## src/rtl/mips_mem_bridge.sv

```systemverilog
// mips_mem_bridge
//   Avalon-MM master that connects the MIPS core's instruction-fetch and data ports to a
//   single Avalon RAM slave. Only one transaction is in flight at a time. Address, writedata
//   and byteenable stay constant while a strobe is high. Each request is answered with a
//   one-cycle done strobe and, for reads, the captured word.
//
//   Ports
//     clk, reset        system clock (rising edge), asynchronous active-high reset
//     i_req, i_addr     fetch request and byte address; held until i_done
//     i_rdata, i_done   fetched word and one-cycle completion strobe
//     d_read, d_write   data request (held until d_done), d_addr, d_wdata, d_byteen
//     d_rdata, d_done   read word and one-cycle completion strobe
//     err               high together with a done strobe for a rejected or aborted request
//     busy              high whenever the bridge is not idle
//     av_*              Avalon-MM master signals
//     timeout           sticky abort flag
//
//   Build option: define MEM_TIMEOUT_EN to abort a transaction after TIMEOUT_CYCLES
//   waitrequest cycles. Without it the bridge waits indefinitely and timeout is tied low.
module mips_mem_bridge #(
   parameter logic [31:0] RESET_VECTOR   = 32'hBFC00000,
   parameter int unsigned TIMEOUT_CYCLES = 64
) (
   input  logic        clk,
   input  logic        reset,
   input  logic        i_req,
   input  logic [31:0] i_addr,
   output logic [31:0] i_rdata,
   output logic        i_done,
   input  logic        d_read,
   input  logic        d_write,
   input  logic [31:0] d_addr,
   input  logic [31:0] d_wdata,
   input  logic [3:0]  d_byteen,
   output logic [31:0] d_rdata,
   output logic        d_done,
   output logic        err,
   output logic        busy,
   output logic [31:0] av_address,
   output logic        av_read,
   output logic        av_write,
   output logic [31:0] av_writedata,
   output logic [3:0]  av_byteenable,
   input  logic        av_waitrequest,
   input  logic [31:0] av_readdata,
   output logic        timeout
);

   // StReject is the bus-idle cycle of a rejected request, so a reject is answered with the
   // same latency as a zero-wait access.
   typedef enum logic [2:0] {StIdle, StIfetch, StDread, StDwrite, StReject, StDone} state_e;

   state_e      state_q, state_d;
   logic        last_grant_q, last_grant_d;  // 1: data port got the last grant
   logic [31:0] addr_q, addr_d;
   logic        read_q, read_d;
   logic        write_q, write_d;
   logic [31:0] wdata_q, wdata_d;
   logic [3:0]  be_q, be_d;
   logic [31:0] i_rdata_q, i_rdata_d;
   logic [31:0] d_rdata_q, d_rdata_d;
   logic        i_done_q, i_done_d;
   logic        d_done_q, d_done_d;
   logic        err_q, err_d;
   logic        busy_q, busy_d;

   logic        i_pend, d_pend, grant_data, i_bad, d_bad;
   logic        xfer;
   logic        abort;

   if (TIMEOUT_CYCLES == 0) begin : g_bad_timeout
      $error("mips_mem_bridge: TIMEOUT_CYCLES must be nonzero");
   end

   assign xfer = (state_q == StIfetch) || (state_q == StDread) || (state_q == StDwrite);

`ifdef MEM_TIMEOUT_EN
   localparam int unsigned CntW = $clog2(TIMEOUT_CYCLES + 1);

   logic [CntW-1:0] wait_cnt_q, wait_cnt_d;
   logic            timeout_q, timeout_d;

   // The abort fires on the edge that would complete the TIMEOUT_CYCLES-th wait cycle.
   assign abort = xfer && av_waitrequest && (wait_cnt_q == CntW'(TIMEOUT_CYCLES - 1));

   always_comb begin
      wait_cnt_d = wait_cnt_q;
      timeout_d  = timeout_q;
      if (state_q == StIdle) begin
         wait_cnt_d = '0;
      end else if (xfer && av_waitrequest) begin
         wait_cnt_d = wait_cnt_q + 1'b1;
      end
      if (abort) begin
         timeout_d = 1'b1;
      end
   end

   always_ff @(posedge clk or posedge reset) begin
      if (reset) begin
         wait_cnt_q <= '0;
         timeout_q  <= 1'b0;
      end else begin
         wait_cnt_q <= wait_cnt_d;
         timeout_q  <= timeout_d;
      end
   end

   assign timeout = timeout_q;
`else
   assign abort   = 1'b0;
   assign timeout = 1'b0;
`endif

   always_comb begin
      state_d      = state_q;
      last_grant_d = last_grant_q;
      addr_d       = addr_q;
      read_d       = read_q;
      write_d      = write_q;
      wdata_d      = wdata_q;
      be_d         = be_q;
      i_rdata_d    = i_rdata_q;
      d_rdata_d    = d_rdata_q;
      i_done_d     = 1'b0;
      d_done_d     = 1'b0;
      err_d        = 1'b0;

      i_pend     = i_req;
      d_pend     = d_read | d_write;
      // On a conflict the side that did not win last time gets the bus.
      grant_data = d_pend && (!i_pend || !last_grant_q);
      i_bad      = (i_addr[1:0] != 2'b00);
      d_bad      = (d_addr[1:0] != 2'b00) || (d_read && d_write);

      unique case (state_q)
         StIdle: begin
            if (i_pend || d_pend) begin
               last_grant_d = grant_data;
               if (grant_data ? d_bad : i_bad) begin
                  state_d = StReject;
               end else if (grant_data) begin
                  addr_d = d_addr;
                  if (d_write) begin
                     state_d = StDwrite;
                     write_d = 1'b1;
                     wdata_d = d_wdata;
                     be_d    = d_byteen;
                  end else begin
                     state_d = StDread;
                     read_d  = 1'b1;
                     be_d    = 4'hF;
                  end
               end else begin
                  state_d = StIfetch;
                  read_d  = 1'b1;
                  addr_d  = i_addr;
                  be_d    = 4'hF;
               end
            end
         end
         StIfetch, StDread, StDwrite: begin
            if (!av_waitrequest || abort) begin
               state_d = StDone;
               read_d  = 1'b0;
               write_d = 1'b0;
               addr_d  = RESET_VECTOR;
               err_d   = abort;
               if (state_q == StIfetch) begin
                  i_done_d = 1'b1;
                  if (!abort) begin
                     i_rdata_d = av_readdata;
                  end
               end else begin
                  d_done_d = 1'b1;
                  if ((state_q == StDread) && !abort) begin
                     d_rdata_d = av_readdata;
                  end
               end
            end
         end
         StReject: begin
            state_d = StDone;
            err_d   = 1'b1;
            if (last_grant_q) begin
               d_done_d = 1'b1;
            end else begin
               i_done_d = 1'b1;
            end
         end
         StDone: begin
            state_d = StIdle;
         end
         default: begin
            state_d = StIdle;
         end
      endcase

      busy_d = (state_d != StIdle);
   end

   always_ff @(posedge clk or posedge reset) begin
      if (reset) begin
         state_q      <= StIdle;
         last_grant_q <= 1'b0;
         addr_q       <= RESET_VECTOR;
         read_q       <= 1'b0;
         write_q      <= 1'b0;
         wdata_q      <= '0;
         be_q         <= '0;
         i_rdata_q    <= '0;
         d_rdata_q    <= '0;
         i_done_q     <= 1'b0;
         d_done_q     <= 1'b0;
         err_q        <= 1'b0;
         busy_q       <= 1'b0;
      end else begin
         state_q      <= state_d;
         last_grant_q <= last_grant_d;
         addr_q       <= addr_d;
         read_q       <= read_d;
         write_q      <= write_d;
         wdata_q      <= wdata_d;
         be_q         <= be_d;
         i_rdata_q    <= i_rdata_d;
         d_rdata_q    <= d_rdata_d;
         i_done_q     <= i_done_d;
         d_done_q     <= d_done_d;
         err_q        <= err_d;
         busy_q       <= busy_d;
      end
   end

   assign av_address    = addr_q;
   assign av_read       = read_q;
   assign av_write      = write_q;
   assign av_writedata  = wdata_q;
   assign av_byteenable = be_q;
   assign i_rdata       = i_rdata_q;
   assign d_rdata       = d_rdata_q;
   assign i_done        = i_done_q;
   assign d_done        = d_done_q;
   assign err           = err_q;
   assign busy          = busy_q;

endmodule

```

## config.mk

```make
export PLATFORM = sky130hd
export DESIGN_NAME = mips_mem_bridge
export DESIGN_NICKNAME = d
export VERILOG_FILES = /design/src/rtl/mips_mem_bridge.sv
export SDC_FILE = /design/constraint.sdc
export NUM_CORES = 1
export LEC_CHECK = 0
export BUFFER_PORTS_ARGS = -buffer_cell sky130_fd_sc_hd__buf_2
export CAP_MARGIN = 10
export CORE_MARGIN = 2
export CORE_UTILIZATION = 48
export CTS_BUF_LIST = sky130_fd_sc_hd__clkbuf_4 sky130_fd_sc_hd__clkbuf_8
export DETAILED_ROUTE_END_ITERATION = 10
export GPL_TIMING_DRIVEN = 0
export PLACE_DENSITY = 0.93
export REMOVE_ABC_BUFFERS = 1
export SLEW_MARGIN = 30
export SYNTH_ARGS = -nofsm -noshare
export SYNTH_HDL_FRONTEND = slang
export SYNTH_SLANG_ARGS = --single-unit
```

## constraint.sdc

```tcl
create_clock -name clk -period 4.7 [get_ports clk]
set_clock_uncertainty 0.05 [all_clocks]
set_input_delay 0.47 -clock clk [delete_from_list [all_inputs] [get_ports clk]]
set_output_delay 0.47 -clock clk [all_outputs]
set_load 0.05 [all_outputs]
```

======== After elaboration in Yosys (flattened, before gate mapping) ========
Cells that the tools add are included.
storage, ports and cells
  register bits ........................... 142
  input bits .............................. 138
  output and inout port bits .............. 139
  logic and storage cells ................. 82
operators by class
  eq/ne operators ......................... 10
  mux-type cells .......................... 34
  bitwise gates (word level) .............. 4
  reduce and logical (&&, ||, !) cells .... 21
operator list
  cell                                                 count
  2-to-1 mux 32 bit                                    4
  case mux 32 bit (2 select lines)                     1
  2-to-1 mux 1 bit                                     18
  2-to-1 mux 3 bit                                     4
  inequality test 2 bit, second input constant         5
  AND reduction 5 bit                                  2
  case mux 3 bit (3 select lines)                      1
  2-to-1 mux 4 bit                                     2
  case mux 1 bit (2 select lines)                      4
  AND reduction 4 bit                                  2
  equality test 3 x 2 -> 1 bit, second input constant  2
  AND reduction 3 bit                                  2
  AND reduction 6 bit                                  1
  nonzero test 2 bit                                   3
  equality test 3 x 1 -> 1 bit, second input constant  1
  equality test 3 bit, second input constant           1
  zero test 3 bit                                      1
  logical OR 1 bit                                     3
  inequality test 3 bit, second input constant         1
  NOT 1 bit                                            3
  nonzero test 3 bit                                   1
  OR reduction 3 bit                                   1
  logical AND 1 bit                                    2
  zero test 1 bit                                      2
  other kinds (2)                                      2

======== Logic depth before layout (Yosys ltp) ========
  depth after elaboration ................. 8
  mapped depth ............................ 8
  mapped depth without buffers ............ 4

======== Least setup slack after synthesis ========
Ideal clock, no wire load.
  path kind ............................... input to register
  start point ............................. input d_write
  end point ............................... register addr_q[12] (netlist: av_address[12])
  setup time .............................. 120 ps
  arrival ................................. 1706 ps
  required time ........................... 4530 ps
  path slack .............................. 2824 ps
  cell stages on the path ................. 7
  buffers on the path ..................... 3
  cell sequence ........................... clkbuf_2 > o2bb2ai_2 > a22oi_2 > or2_1 > buf_2 > buf_6 > a31o_2
on the way
  longest elaborated chain between the ends .. 6
  elaborated cells between the ends (all ways) .. 13
  those cells by class .................... eq/ne: 2; mux: 5; bitwise: 1; reduce/logical: 5
RTL lines
  item                              RTL line  source
  start, declared                   31        input logic d_write,
  bitwise OR 1 bit                  130       d_pend = d_read | d_write;
  logical AND 1 bit                 132       grant_data = d_pend && (!i_pend || !last_grant_q);
  2-to-1 mux 32 bit                 142       end else if (grant_data) begin
  2-to-1 mux 32 bit                 140       if (grant_data ? d_bad : i_bad) begin
  2-to-1 mux 32 bit                 138       if (i_pend || d_pend) begin
  case mux 32 bit (2 select lines)  136       unique case (state_q)
  end signal, assigned              220       addr_q <= addr_d;
  end, declared                     55        logic [31:0] addr_q, addr_d;
Parallel ways exist; a longest one is shown, timed or not. The select of a mux whose other input is x is not followed.
A chain may end at the register's enable or synchronous reset.

======== Worst setup path in the final report ========
  start point ............................. register state_q[2]
  end point ............................... register wdata_q[15] (netlist: av_writedata[15])
on the way
  longest elaborated chain between the ends .. 2
RTL lines
  item                           RTL line  source
  start, declared                53        state_e state_q, state_d;
  start signal, assigned         204       state_q <= StIdle;
  start signal, assigned         218       state_q <= state_d;
  zero test 3 bit                136
  AND reduction 5 bit (no line)  n/a
  end signal, assigned           223       wdata_q <= wdata_d;
  end, declared                  58        logic [31:0] wdata_q, wdata_d;
No other way between the ends.

==> results.md <==
- Seq. cell area: 0.00356 mm²
- Sequential area share after synthesis: 59.6%
- Arrival time worst endpoint: 2.77 ns
- Reg2reg end: av_writedata[15]
- Leakage: 4.13 nW
- Via count: 4777
- CTS Buf Count: 17
- Synth top area share: 55.6%
- Period minus WS final: 2.50 ns
- Post-synthesis cell type count: 46
- Share of cells above drive strength 1: 62.0%
- WHS Path Cells: 2
- Startpoint class of the critical path: flip-flop
- Worst-path clk slew: 0.07 ns
- Utilization after layout: 66.2%
- Final setup vio count: 0
- Average wire per standard cell: 17.1 µm
- Max Fclk: 400 MHz
- Synthesized netlist cell count: 457
- First-pass GRT wire length: 23800 µm
- Pins Over Slew Limit: 0
- Vias in the first global route: 4922
- Final instance area: 0.00802 mm²
- Crit-path max FO: 15
- Slew HR: 45.3%
- Critical Path RT: 4.97 ns
- Setup ws final: 2.20 ns
- GRT Total Usage: 23.2%
- Pin count of the biggest net entering global routing: 89
- RSZ-0062 raised after global routing: false
- Die W: 116 µm
- GPL Wtd Cong: 0.768
- DP Worst Slack: 2.00 ns
- Placement Rows: 40
- DPL Wire Length: 11400 µm
- Post-CTS resize count: 0
- H-tree level count: 4
- Clock Latency Late Sink: 0.43 ns
- Pwr per Cell Area: 804 mW/mm²
- R2R cell count: 5
- Starting density of the core: 49.4%
- Avg Cell Area, Syn: 13.1 µm²
- Commonest non-fill, non-tap cell in the layout: buf_2
- Outcome: finished, final reports clean
- Synth Flop Type: dfrtp_1
- Setup CP Type: reg2reg
- CTS tree: yes
- R2R setup slack: 2.20 ns
- First-pass DRT Iterations: 4
- Ports: 277
- Iter 0 DRT Violations: 205
- Measured slew at the worst slew-check pin: 0.820 ns
- Final WL: 15500 µm
- Pwr Total: 6.44 mW
- Area growth, synth to finish: 34.0%
- Core box area: 0.0121 mm²
- Final ANT Viol Nets: 0
- Max VDD drop: 577 µV
- # fillers: 913
- Residual DRC: 0
- Initial antenna violation count: 0
- Die height: 116 µm
- # nets final: 864
- Vias per Instance: 5.28
- Clk sink count: 142
- Worst Hold Launch: d_wdata[10]
- Input/output buffers: 275
- Critical Path Sink Type: flip-flop
- Number of diodes: 0
- Max cap viols: 0
- Final period util: 53.2%
- Area leader, netlist: dfrtp_1
- Synth Register Bits: 142
- Synth top area cells: dfrtp_1, mux2_2, dfstp_2
- Most frequent cells in the layout: buf_2, dfrtp_1, mux2_2
- Crit Reg-Reg Startpoint: state_q[2]
- CP startpoint: state_q[2]
- Hold EP: av_writedata[10]
- Post-DP Area: 0.00760 mm²
- Die Footprint: 0.0134 mm²
- Mapped cell area: 0.00598 mm²
- Multi-input logic area: 0.00228 mm²
- Max Root-Sink Buffers: 2
- FFs w/ async S/R, synth: 100%
- Final Hold Vio Count: 0
- Post-synth EDFFs: 0
- Root Driver: clkbuf_8
- Grt ovf: 0
- YS warnings: 0
- Worst min path class: in2reg
[power by group]
group	total (mW)	leakage [nW]	internal (mW)	switching, mW
Combinational	3.40	2.11	0.900	2.50
Sequential	2.05	1.81	1.75	0.298
Clock	0.996	0.209	0.568	0.427
[cell type report]
class	count	area share [%]
sequential	142	44.5
multi-input combinational	272	28.5
timing repair buffer	289	19.1
clock buffer	23	3.64
tap	168	2.62
clock inverter	7	1.40
inverter	4	0.281
[cell usage after synthesis (2+ instances only)]
cell         n
nor3b_1      2
nand2_1     43
a32oi_1      2
a211oi_1     9
dfrtp_1    133
a31o_2      21
nor4b_2      2
nor2_1       8
o22ai_1      9
and2_1       9
mux2_2      96
o22a_1       2
clkbuf_1    13
a2111oi_0   21
buf_2       21
a21oi_1      3
dfstp_2      9
nor2b_1      4
o21ai_0     17
nor3_1       2
inv_1        4
and3_1       2
buf_6        2
[metal layers]
metal | GRT usage, % | up-vias | share of wire, %
li1 | - | 2201 | -
met1 | 25.7 | 2305 | 37
met2 | 40.1 | 234 | 51
met3 | 7.79 | 37 | 9.2
met4 | 11.5 | 0 | 2.5
met5 | 0 | - | 0
[worst max-delay path by stage]
stage                        to  slack, ns  cells past startpoint
5_1_grt        av_writedata[22]       2.01                      5
3_5_place_dp     av_address[21]       2.00                      5
6_report       av_writedata[15]       2.20                      5
4_1_cts        av_writedata[18]       2.20                      5
3_3_place_gp      av_address[0]      -0.99                      2
2_1_floorplan     av_address[0]       0.39                      1
[state kept, by name, summed over array words and instances (netlist names), 3 cells and up]
| signal | cells |
|---|---|
| i_rdata | 32 |
| av_byteenable | 4 |
| av_writedata | 32 |
| state_q | 3 |
| av_address | 32 |
| d_rdata | 32 |
[cell families (layout without fill, tap and decap cells)]
| kind of cell | after synthesis | in the layout | synth area share, % |
|---|---|---|---|
| mux | 96 | 96 | 18.1 |
| buf+inv | 43 | 323 | 3.47 |
| flops | 142 | 142 | 59.6 |
| other cells | 1 | 1 | 0.0627 |
| xor+xnor | 1 | 1 | 0.146 |
| simple gates | 81 | 81 | 6.71 |
| compound gates | 93 | 93 | 12.0 |
[per-stage QoR]
step | TNS (ns) | hold slack, ns | instances
global placement | -138.31 | 0.433 | 861
floorplan | 0 | 0.538 | 418
CTS | 0 | 0.176 | 905
detailed placement | 0 | 0.438 | 874
global route | 0 | 0.181 | 905
finish | 0 | 0.206 | 905
[worst max-delay path: stages (launching register included)]
cell	delay (ns)
dfrtp_1	0.61
nor3_2	0.41
nand4_1	0.52
buf_6	0.35
buf_6	0.16
mux2_2	0.27
[timing repair]
item / in CTS / in global routing
hold buffers: 1 / 0
buffers inserted: 0 / 0
endpoints found under the hold margin: 32 / 0
(Power assumes the default switching activity.)
